### config.mk
export PLATFORM = sky130hd
export DESIGN_NAME = seg_bcd_counter
export DESIGN_NICKNAME = d
export VERILOG_FILES = /design/src/rtl/seg_bcd_counter.sv
export SDC_FILE = /design/constraint.sdc
export NUM_CORES = 1
export LEC_CHECK = 0
export ABC_AREA = 1
export ABC_CLOCK_PERIOD_IN_PS = 4140
export CAP_MARGIN = 20
export CORE_MARGIN = 3
export CORE_UTILIZATION = 59
export DETAILED_ROUTE_END_ITERATION = 8
export PLACE_DENSITY = 0.91
export SLEW_MARGIN = 20
export SYNTH_ARGS = -nofsm -noshare
export SYNTH_HDL_FRONTEND = slang
export SYNTH_SLANG_ARGS = --single-unit
### constraint.sdc
create_clock -name clk -period 4.14 [get_ports clk]
set_input_delay 0.414 -clock clk [delete_from_list [all_inputs] [get_ports clk]]
set_output_delay 0.414 -clock clk [all_outputs]
set_load 0.02 [all_outputs]
### src/rtl/seg_bcd_counter.sv
// N-digit BCD up/down counter with prescaler, clear/load, wrap pulse and 7-segment outputs.
// Optional leading-zero blanking on the segment outputs when SEG_LZB_EN is defined.
module seg_bcd_counter #(
  parameter int DIGITS  = 3,
  parameter int DIV_CNT = 25000000
) (
  input  logic                  clk,
  input  logic                  rst,
  input  logic                  en,
  input  logic                  up,
  input  logic                  clr,
  input  logic                  load,
  input  logic [4*DIGITS-1:0]   load_val,
  output logic [4*DIGITS-1:0]   bcd,
  output logic                  tick,
  output logic                  wrap,
  output logic [8*DIGITS-1:0]   seg
);

  localparam int BW = 4 * DIGITS;
  localparam int SW = 8 * DIGITS;
  localparam int PW = (DIV_CNT > 1) ? $clog2(DIV_CNT) : 1;
  localparam logic [PW-1:0] PMAX = PW'(DIV_CNT - 1);

  function automatic logic [7:0] enc7(input logic [3:0] d);
    logic [7:0] s;
    case (d)
      4'd0:    s = 8'hC0;
      4'd1:    s = 8'hF9;
      4'd2:    s = 8'hA4;
      4'd3:    s = 8'hB0;
      4'd4:    s = 8'h99;
      4'd5:    s = 8'h92;
      4'd6:    s = 8'h82;
      4'd7:    s = 8'hF8;
      4'd8:    s = 8'h80;
      4'd9:    s = 8'h90;
      default: s = 8'hFF;
    endcase
    return s;
  endfunction

  function automatic logic [SW-1:0] seg_encode(input logic [BW-1:0] b);
    logic [SW-1:0] s;
`ifdef SEG_LZB_EN
    logic hi_zero;
    hi_zero = 1'b1;
`endif
    s = '0;
    for (int k = DIGITS - 1; k >= 0; k--) begin
      s[8*k +: 8] = enc7(b[4*k +: 4]);
`ifdef SEG_LZB_EN
      // Blank a digit only while everything from it upward is zero.
      hi_zero = hi_zero && (b[4*k +: 4] == 4'd0);
      if (k > 0 && hi_zero) s[8*k +: 8] = 8'hFF;
`endif
    end
    return s;
  endfunction

  function automatic logic [BW-1:0] clamp_bcd(input logic [BW-1:0] v);
    logic [BW-1:0] r;
    r = v;
    for (int k = 0; k < DIGITS; k++) begin
      if (v[4*k +: 4] > 4'd9) r[4*k +: 4] = 4'd9;
    end
    return r;
  endfunction

  // Returns {carry_out, next}; carry/borrow out of the top digit is the wrap.
  function automatic logic [BW:0] step_bcd(input logic [BW-1:0] v, input logic dir_up);
    logic [BW-1:0] n;
    logic          c;
    n = v;
    c = 1'b1;
    for (int k = 0; k < DIGITS; k++) begin
      if (c) begin
        if (dir_up) begin
          if (v[4*k +: 4] == 4'd9) n[4*k +: 4] = 4'd0;
          else begin
            n[4*k +: 4] = v[4*k +: 4] + 4'd1;
            c = 1'b0;
          end
        end else begin
          if (v[4*k +: 4] == 4'd0) n[4*k +: 4] = 4'd9;
          else begin
            n[4*k +: 4] = v[4*k +: 4] - 4'd1;
            c = 1'b0;
          end
        end
      end
    end
    return {c, n};
  endfunction

  localparam logic [SW-1:0] SEG_RST = seg_encode({BW{1'b0}});

  logic [PW-1:0] presc_q, presc_d;
  logic [BW-1:0] bcd_q, bcd_d;
  logic          tick_q, tick_d;
  logic          wrap_q, wrap_d;
  logic [SW-1:0] seg_q, seg_d;
  logic [BW:0]   stepped;

  always_comb begin
    presc_d = presc_q;
    bcd_d   = bcd_q;
    tick_d  = 1'b0;
    wrap_d  = 1'b0;
    stepped = step_bcd(bcd_q, up);
    seg_d   = seg_encode(bcd_q);
    if (clr) begin
      bcd_d   = '0;
      presc_d = '0;
    end else if (load) begin
      bcd_d   = clamp_bcd(load_val);
      presc_d = '0;
    end else if (en) begin
      if (presc_q == PMAX) begin
        presc_d = '0;
        bcd_d   = stepped[BW-1:0];
        tick_d  = 1'b1;
        wrap_d  = stepped[BW];
      end else begin
        presc_d = presc_q + PW'(1);
      end
    end
  end

  always_ff @(posedge clk or posedge rst) begin
    if (rst) begin
      presc_q <= '0;
      bcd_q   <= '0;
      tick_q  <= 1'b0;
      wrap_q  <= 1'b0;
      seg_q   <= SEG_RST;
    end else begin
      presc_q <= presc_d;
      bcd_q   <= bcd_d;
      tick_q  <= tick_d;
      wrap_q  <= wrap_d;
      seg_q   <= seg_d;
    end
  end

  assign bcd  = bcd_q;
  assign tick = tick_q;
  assign wrap = wrap_q;
  assign seg  = seg_q;

endmodule

==> summary.txt, run 1 <==
Synthesis
  • Post-synthesis instance total: 527
  • Ys Warns: 0
  • Register area share after synthesis: 39.4%
  • Adder-cell share of the synthesized area: 5.24%
  • Synth Cell Area: 3820 µm²
  • Synth unique cells: 42
  • Synth Area in Simple Gates: 34.2%
  • EDFF count, synth: 0
  • Most used DFF post-synth: dfrtp_1
  • Share of async-settable or async-resettable flops after synthesis: 100%
  • Post-synthesis mux area share: 0%
  • Post-synthesis area per instance: 7.26 µm²
  • Compound-cell area share of the yosys netlist: 9.72%
  • Post-Synth XOR/XNOR Area: 2.29%
  • Largest family of logic cells by synthesized area: simple AND/OR/NAND/NOR gates
  • Yosys reg bits: 60

Clocking
  • CTS H-tree depth: 3
  • Clock Root Buffer: clkbuf_8
  • Insertion delay to the later sink of the worst-skew pair: 0.35 ns
  • CTS Buf Count: 9
  • CTS sink cnt: 60
  • Post_cts resized: 0
  • Setup Fix Bufs, Post-CTS: 0
  • Clock slew at reported path FFs: 0.07 ns
  • Post-CTS Hold Buffers: 0
  • CTS tree: done
  • Max Root-Sink Buffers: 2

Timing
  • Period minus WS final: 2.10 ns
  • Slew @ Worst Pin: 0.643 ns
  • Unrepaired setup endpoints after global routing: no
  • Fmax: 475 MHz
  • Worst slew margin: 57.0%
  • Final Hold Viols: 0
  • Final max-slew violation count: 0
  • Final setup violation count: 0
  • Final Skew: 0.0100 ns
  • Period utilization: 50.8%
  • Sum of negative setup slack: 0 ns

Layout
  • Util after Layout: 74.2%
  • Commonest non-fill, non-tap cell in the layout: nand2_1
  • Layout Cells excl Fill: 657
  • Proportion of layout cells with a drive suffix above 1: 7.73%
  • Most frequent cells in the layout: nand2_1, nor2_1, inv_1
  • Final #Nets: 611
  • Layout Area Growth over Synthesis: 18.3%
  • Antenna Cells: 0

Die
  • Die Span Y: 86.5 µm
  • Core Area: 6100 µm²
  • Die W: 86.5 µm
  • DIE AREA: 7480 µm²
  • I/O Pins: 56
  • Initial Util: 62.7%
  • Std-Cell Rows: 28

Global route
  • Largest net degree at the start of global routing: 36
  • Global-route wire length before repair: 15700 µm
  • Gr ovfl total: 0
  • GRT Resource Usage Total: 26.3%
  • Vias in the first global route: 3592
  • Initial antenna violation count: 0

Drt
  • DR vias: 3659
  • TritonRoute pass-1 iters: 5
  • Drt initial violations: 356
  • Post-route ant nets: 0
  • DRC Markers: 0
  • Final WL: 8990 µm
  • Vias per inst: 5.57
  • Per-cell routed wire length: 13.7 µm

Setup path
  • Crit-path slowest cell: clkdlybuf4s50_1
  • CP endpoint kind: register
  • Crit path to: bcd[7]
  • Worst path max stage delay: 0.88 ns
  • Reg2reg start: presc_q[0]
  • Critical path peak fanout: 15
  • Worst Setup Start Kind: input pin
  • Worst path most repeated cell: nand2_1
  • Crit path cell chain: clkdlybuf4s50_1 > inv_1 > nand3_1 > nand2_1 > inv_1 > nand2_1 > nand2_1 > nand2_1 > nand2_1
  • R2r setup slk: 2.20 ns
  • Cells on worst reg2reg path: 10
  • Crit path from: up
  • Worst EP arrival: 2.39 ns
  • Worst Path Class, Setup: input pin to register
  • Worst EP required: 4.43 ns
  • RR Endpoint: presc_q[14]

Place
  • IO Port Bufs: 52
  • Dpl hpwl: 6610 µm
  • Placed cell count: 641
  • Routability Congestion: 0.925

Power
  • Leak: 0.00211 µW
  • PwrDens: 375 nW/µm²
  • Peak supply drop: 295 µV

Status
  • Status: finished clean

Flow run
  • Maxcap violations: 0

Min path
  • Worst Hold Class: input pin to async pin
[critical path: cells and delay by family]
kind | cells | cell delay, ns
buffers and inverters | 3 | 1.27
and+or+nand+nor | 6 | 0.70
[synthesized netlist by cell type (2+ instances only)]
cell type / number / share of area (%)
buf_2: 10 / 1.3
inv_1: 65 / 6.4
ha_1: 16 / 5.2
a21oi_1: 17 / 2.2
buf_4: 3 / 0.59
o21ai_0: 30 / 3.9
o22ai_1: 2 / 0.33
nand2_4: 3 / 0.88
nand3_2: 3 / 0.79
o21ai_2: 3 / 0.69
or2_2: 3 / 0.49
nand4_1: 7 / 1.1
xor2_1: 9 / 2.1
o211ai_1: 4 / 0.79
nor2_1: 74 / 7.3
nor2_2: 2 / 0.33
nand2_2: 6 / 0.98
nand2_1: 136 / 13
nor2_4: 3 / 0.88
nor3_1: 9 / 1.2
dfstp_2: 3 / 2.1
dfrtp_1: 57 / 37
nand3_1: 43 / 5.6
[cell type report]
class	instances	area, µm²
well taps	75	93.8
multi-input cells	387	1980
fillers	480	1570
repair buffers	53	528
flip-flops and latches	60	1510
clock inverters	4	26.3
clock buffers	12	145
inverters	66	248
[flip-flops by register name, summed over array words and instances (netlist names)]
name	cells
presc_q	25
bcd	12
tick	1
wrap	1
seg	21
[worst min-delay path by stage]
stage | end | slack, ns
CTS | presc_q[17] | 0.46
global route | presc_q[19] | 0.48
detailed placement | presc_q[1] | 0.52
floorplan | presc_q[0] | 0.47
global placement | presc_q[0] | 0.49
finish | presc_q[9] | 0.45
[report_power, final]
part           switching, µW  total (µW)  leakage, µW  internal [µW]
logic                    293         511      0.00123            218
registers               59.7         720     0.000795            661
clock network            234         467    0.0000863            233
[per-layer routing]
layer	vias up	track usage [%]	share of wire, %
met3	26	4.94	5.9
met5	-	0	0
li1	1776	-	-
met4	0	11.0	2.1
met2	138	43.7	50
met1	1719	33.5	42
[stage by stage]
stage	cell area (µm²)	worst slack (ns)	hold slack (ns)	power, µW
2_1_floorplan	3830	2.25	0.468	1030
3_3_place_gp	4350	1.74	0.490	1220
3_5_place_dp	4350	1.74	0.519	1240
4_1_cts	4520	2.09	0.455	1710
5_1_grt	4520	1.90	0.483	1800
6_report	4520	2.04	0.451	1700
[cells by family after synthesis]
family,Yosys count
AND/OR/NAND/NOR,293
buffers and inverters,82
AO/OA/AOI/OAI,65
flip-flops,60
adder cells (fa/ha/maj),16
XOR/XNOR,10
other,1
Power figures use the tool's default switching activity.
==> run 2, diff against run 1 <==
Settings changed: ABC_CLOCK_PERIOD_IN_PS 4140 to 2100, CORE_UTILIZATION 59 to 55, PLACE_DENSITY 0.91 to 0.86.
Clock period 4.14 ns to 2.1 ns, I/O delays scaled along.
==> summary.txt, run 2 (synthesized netlist as in run 1, its figures left out) <==
Timing
  • Worst slew margin: 60.4% (+3.4 points)
  • Unrepaired setup endpoints after global routing: no
  • Sum of negative setup slack: 0 ns (unchanged)
  • Period minus WS final: 1.90 ns
  • Final max-slew violation count: 0 (unchanged)
  • Fmax: 526 MHz
  • Final Hold Viols: 0 (unchanged)
  • Slew @ Worst Pin: 0.588 ns (-0.0549 ns)
  • Period utilization: 90.5%
  • Final Skew: 0.00707 ns (-0.00294 ns)
  • Final setup violation count: 0 (unchanged)

Power
  • Leak: 0.00217 µW (+2.6%)
  • PwrDens: 764 nW/µm² (+100%)
  • Peak supply drop: 489 µV (+66%)

Setup path
  • CP endpoint kind: register
  • Worst path max stage delay: 0.51 ns (-0.37 ns)
  • Crit path cell chain: inv_1 > ha_1 > ha_1 > nand2_1 > nand2_1 > nand3b_1 > a21oi_1 > nand2_1 > nand2_1
  • Worst path most repeated cell: nand2_1
  • RR Endpoint: bcd[10]
  • R2r setup slk: 0.20 ns (-2.00 ns)
  • Worst Path Class, Setup: register to register
  • Crit-path slowest cell: dfrtp_1
  • Worst EP arrival: 2.18 ns (-0.21 ns)
  • Cells on worst reg2reg path: 9 (-1)
  • Worst Setup Start Kind: register
  • Critical path peak fanout: 8 (-7)
  • Reg2reg start: bcd[8]
  • Worst EP required: 2.38 ns (-2.05 ns)

Die
  • Die W: 89.4 µm (+3.3%)
  • I/O Pins: 56 (unchanged)
  • Die Span Y: 89.4 µm (+3.3%)
  • Std-Cell Rows: 29 (+3.6%)
  • Core Area: 6530 µm² (+7.1%)
  • Initial Util: 58.5% (-4.2 points)
  • DIE AREA: 7990 µm² (+6.8%)

Clocking
  • Post-CTS Hold Buffers: 0 (unchanged)
  • Clock slew at reported path FFs: 0.07 ns (about the same)
  • CTS H-tree depth: 3 (unchanged)
  • Setup Fix Bufs, Post-CTS: 0 (unchanged)
  • CTS sink cnt: 60 (unchanged)
  • CTS Buf Count: 9 (unchanged)
  • Post_cts resized: 0 (unchanged)
  • CTS tree: done
  • Max Root-Sink Buffers: 2 (unchanged)
  • Insertion delay to the later sink of the worst-skew pair: 0.34 ns (about the same)
  • Clock Root Buffer: clkbuf_8

Global route
  • GRT Resource Usage Total: 25.5% (-0.74 points)
  • Gr ovfl total: 0 (unchanged)
  • Vias in the first global route: 3591 (-0.028%)
  • Initial antenna violation count: 0 (unchanged)
  • Global-route wire length before repair: 15800 µm (+0.88%)
  • Largest net degree at the start of global routing: 39 (+8.3%)

Drt
  • Per-cell routed wire length: 14.1 µm (+3.4%)
  • DRC Markers: 0 (unchanged)
  • Post-route ant nets: 0 (unchanged)
  • Drt initial violations: 307 (-14%)
  • TritonRoute pass-1 iters: 6 (+1)
  • DR vias: 3708 (+1.3%)
  • Final WL: 9420 µm (+4.8%)
  • Vias per inst: 5.57 (about the same)

Place
  • Routability Congestion: 0.957 (+3.4%)
  • Dpl hpwl: 6970 µm (+5.5%)
  • IO Port Bufs: 52 (unchanged)

Layout
  • Commonest non-fill, non-tap cell in the layout: nand2_1
  • Final #Nets: 618 (+1.1%)
  • Flip-flop count of the largest register after layout: 25 (unchanged)
  • Largest register by flop count: presc_q
  • Proportion of layout cells with a drive suffix above 1: 9.00% (+1.3 points)
  • Util after Layout: 70.8% (-3.4 points)
  • Antenna Cells: 0 (unchanged)
  • Layout Area Growth over Synthesis: 20.9%
  • Most frequent cells in the layout: nand2_1, nor2_1, inv_1

Status
  • Status: finished clean

Flow run
  • Maxcap violations: 0 (unchanged)

Min path
  • Worst Hold Class: input pin to async pin
==> run 2: worst max-delay path, delay by kind of cell, from the launching register on <==
family,cells,cell delay (ns)
fa+ha+maj,2,0.62
simple gates,5,0.42
compound gates,1,0.14
buf+inv,1,0.17
flops,1,0.51
==> run 2: per-stage QoR <==
| stage | area, µm² | instances | total power, µW | setup WS (ns) | hold WS [ns] |
|---|---|---|---|---|---|
| finish | 4620 | 666 | 3530 | 0.200 | 0.228 |
| detailed placement | 4420 | 650 | 2470 | 0.153 | 0.493 |
| global placement | 4420 | 650 | 2430 | 0.223 | 0.486 |
| global route | 4620 | 666 | 3720 | 0.0726 | 0.267 |
| floorplan | 3830 | 529 | 2040 | 0.366 | 0.361 |
| CTS | 4620 | 666 | 3550 | 0.234 | 0.239 |
==> run 2: how the worst max path moves through the flow <==
stage	end	slack, ns	start
finish	bcd[10]	0.20	bcd[8]
global route	presc_q[19]	0.07	presc_q[0]
CTS	presc_q[22]	0.23	presc_q[0]
detailed placement	presc_q[19]	0.15	load
global placement	presc_q[19]	0.22	load
floorplan	bcd[10]	0.37	bcd[8]
==> run 2: layout make-up <==
type                    instances  area, µm²
flip-flops and latches         60       1510
fillers                       526       1910
multi-input cells             387       1980
clock buffers                  12        155
repair buffers                 60        593
clock inverters                 4       47.5
inverters                      66        248
well taps                      77       96.3
==> run 2: power by group <==
part           internal (µW)  leakage, µW  switching, µW
clock                    609     0.000102            466
sequential              1300     0.000795            114
combinational            445      0.00127            595
==> run 2: per-layer routing <==
layer / routed length (µm) / vias up / track usage [%] / part of all wire (%)
li1: - / 1786 / - / -
met1: 3920 / 1701 / 32.4 / 42
met2: 4540 / 186 / 41.3 / 48
met3: 705 / 35 / 5.71 / 7.5
met4: 262 / 0 / 12.0 / 2.8
met5: 0 / - / 0 / 0
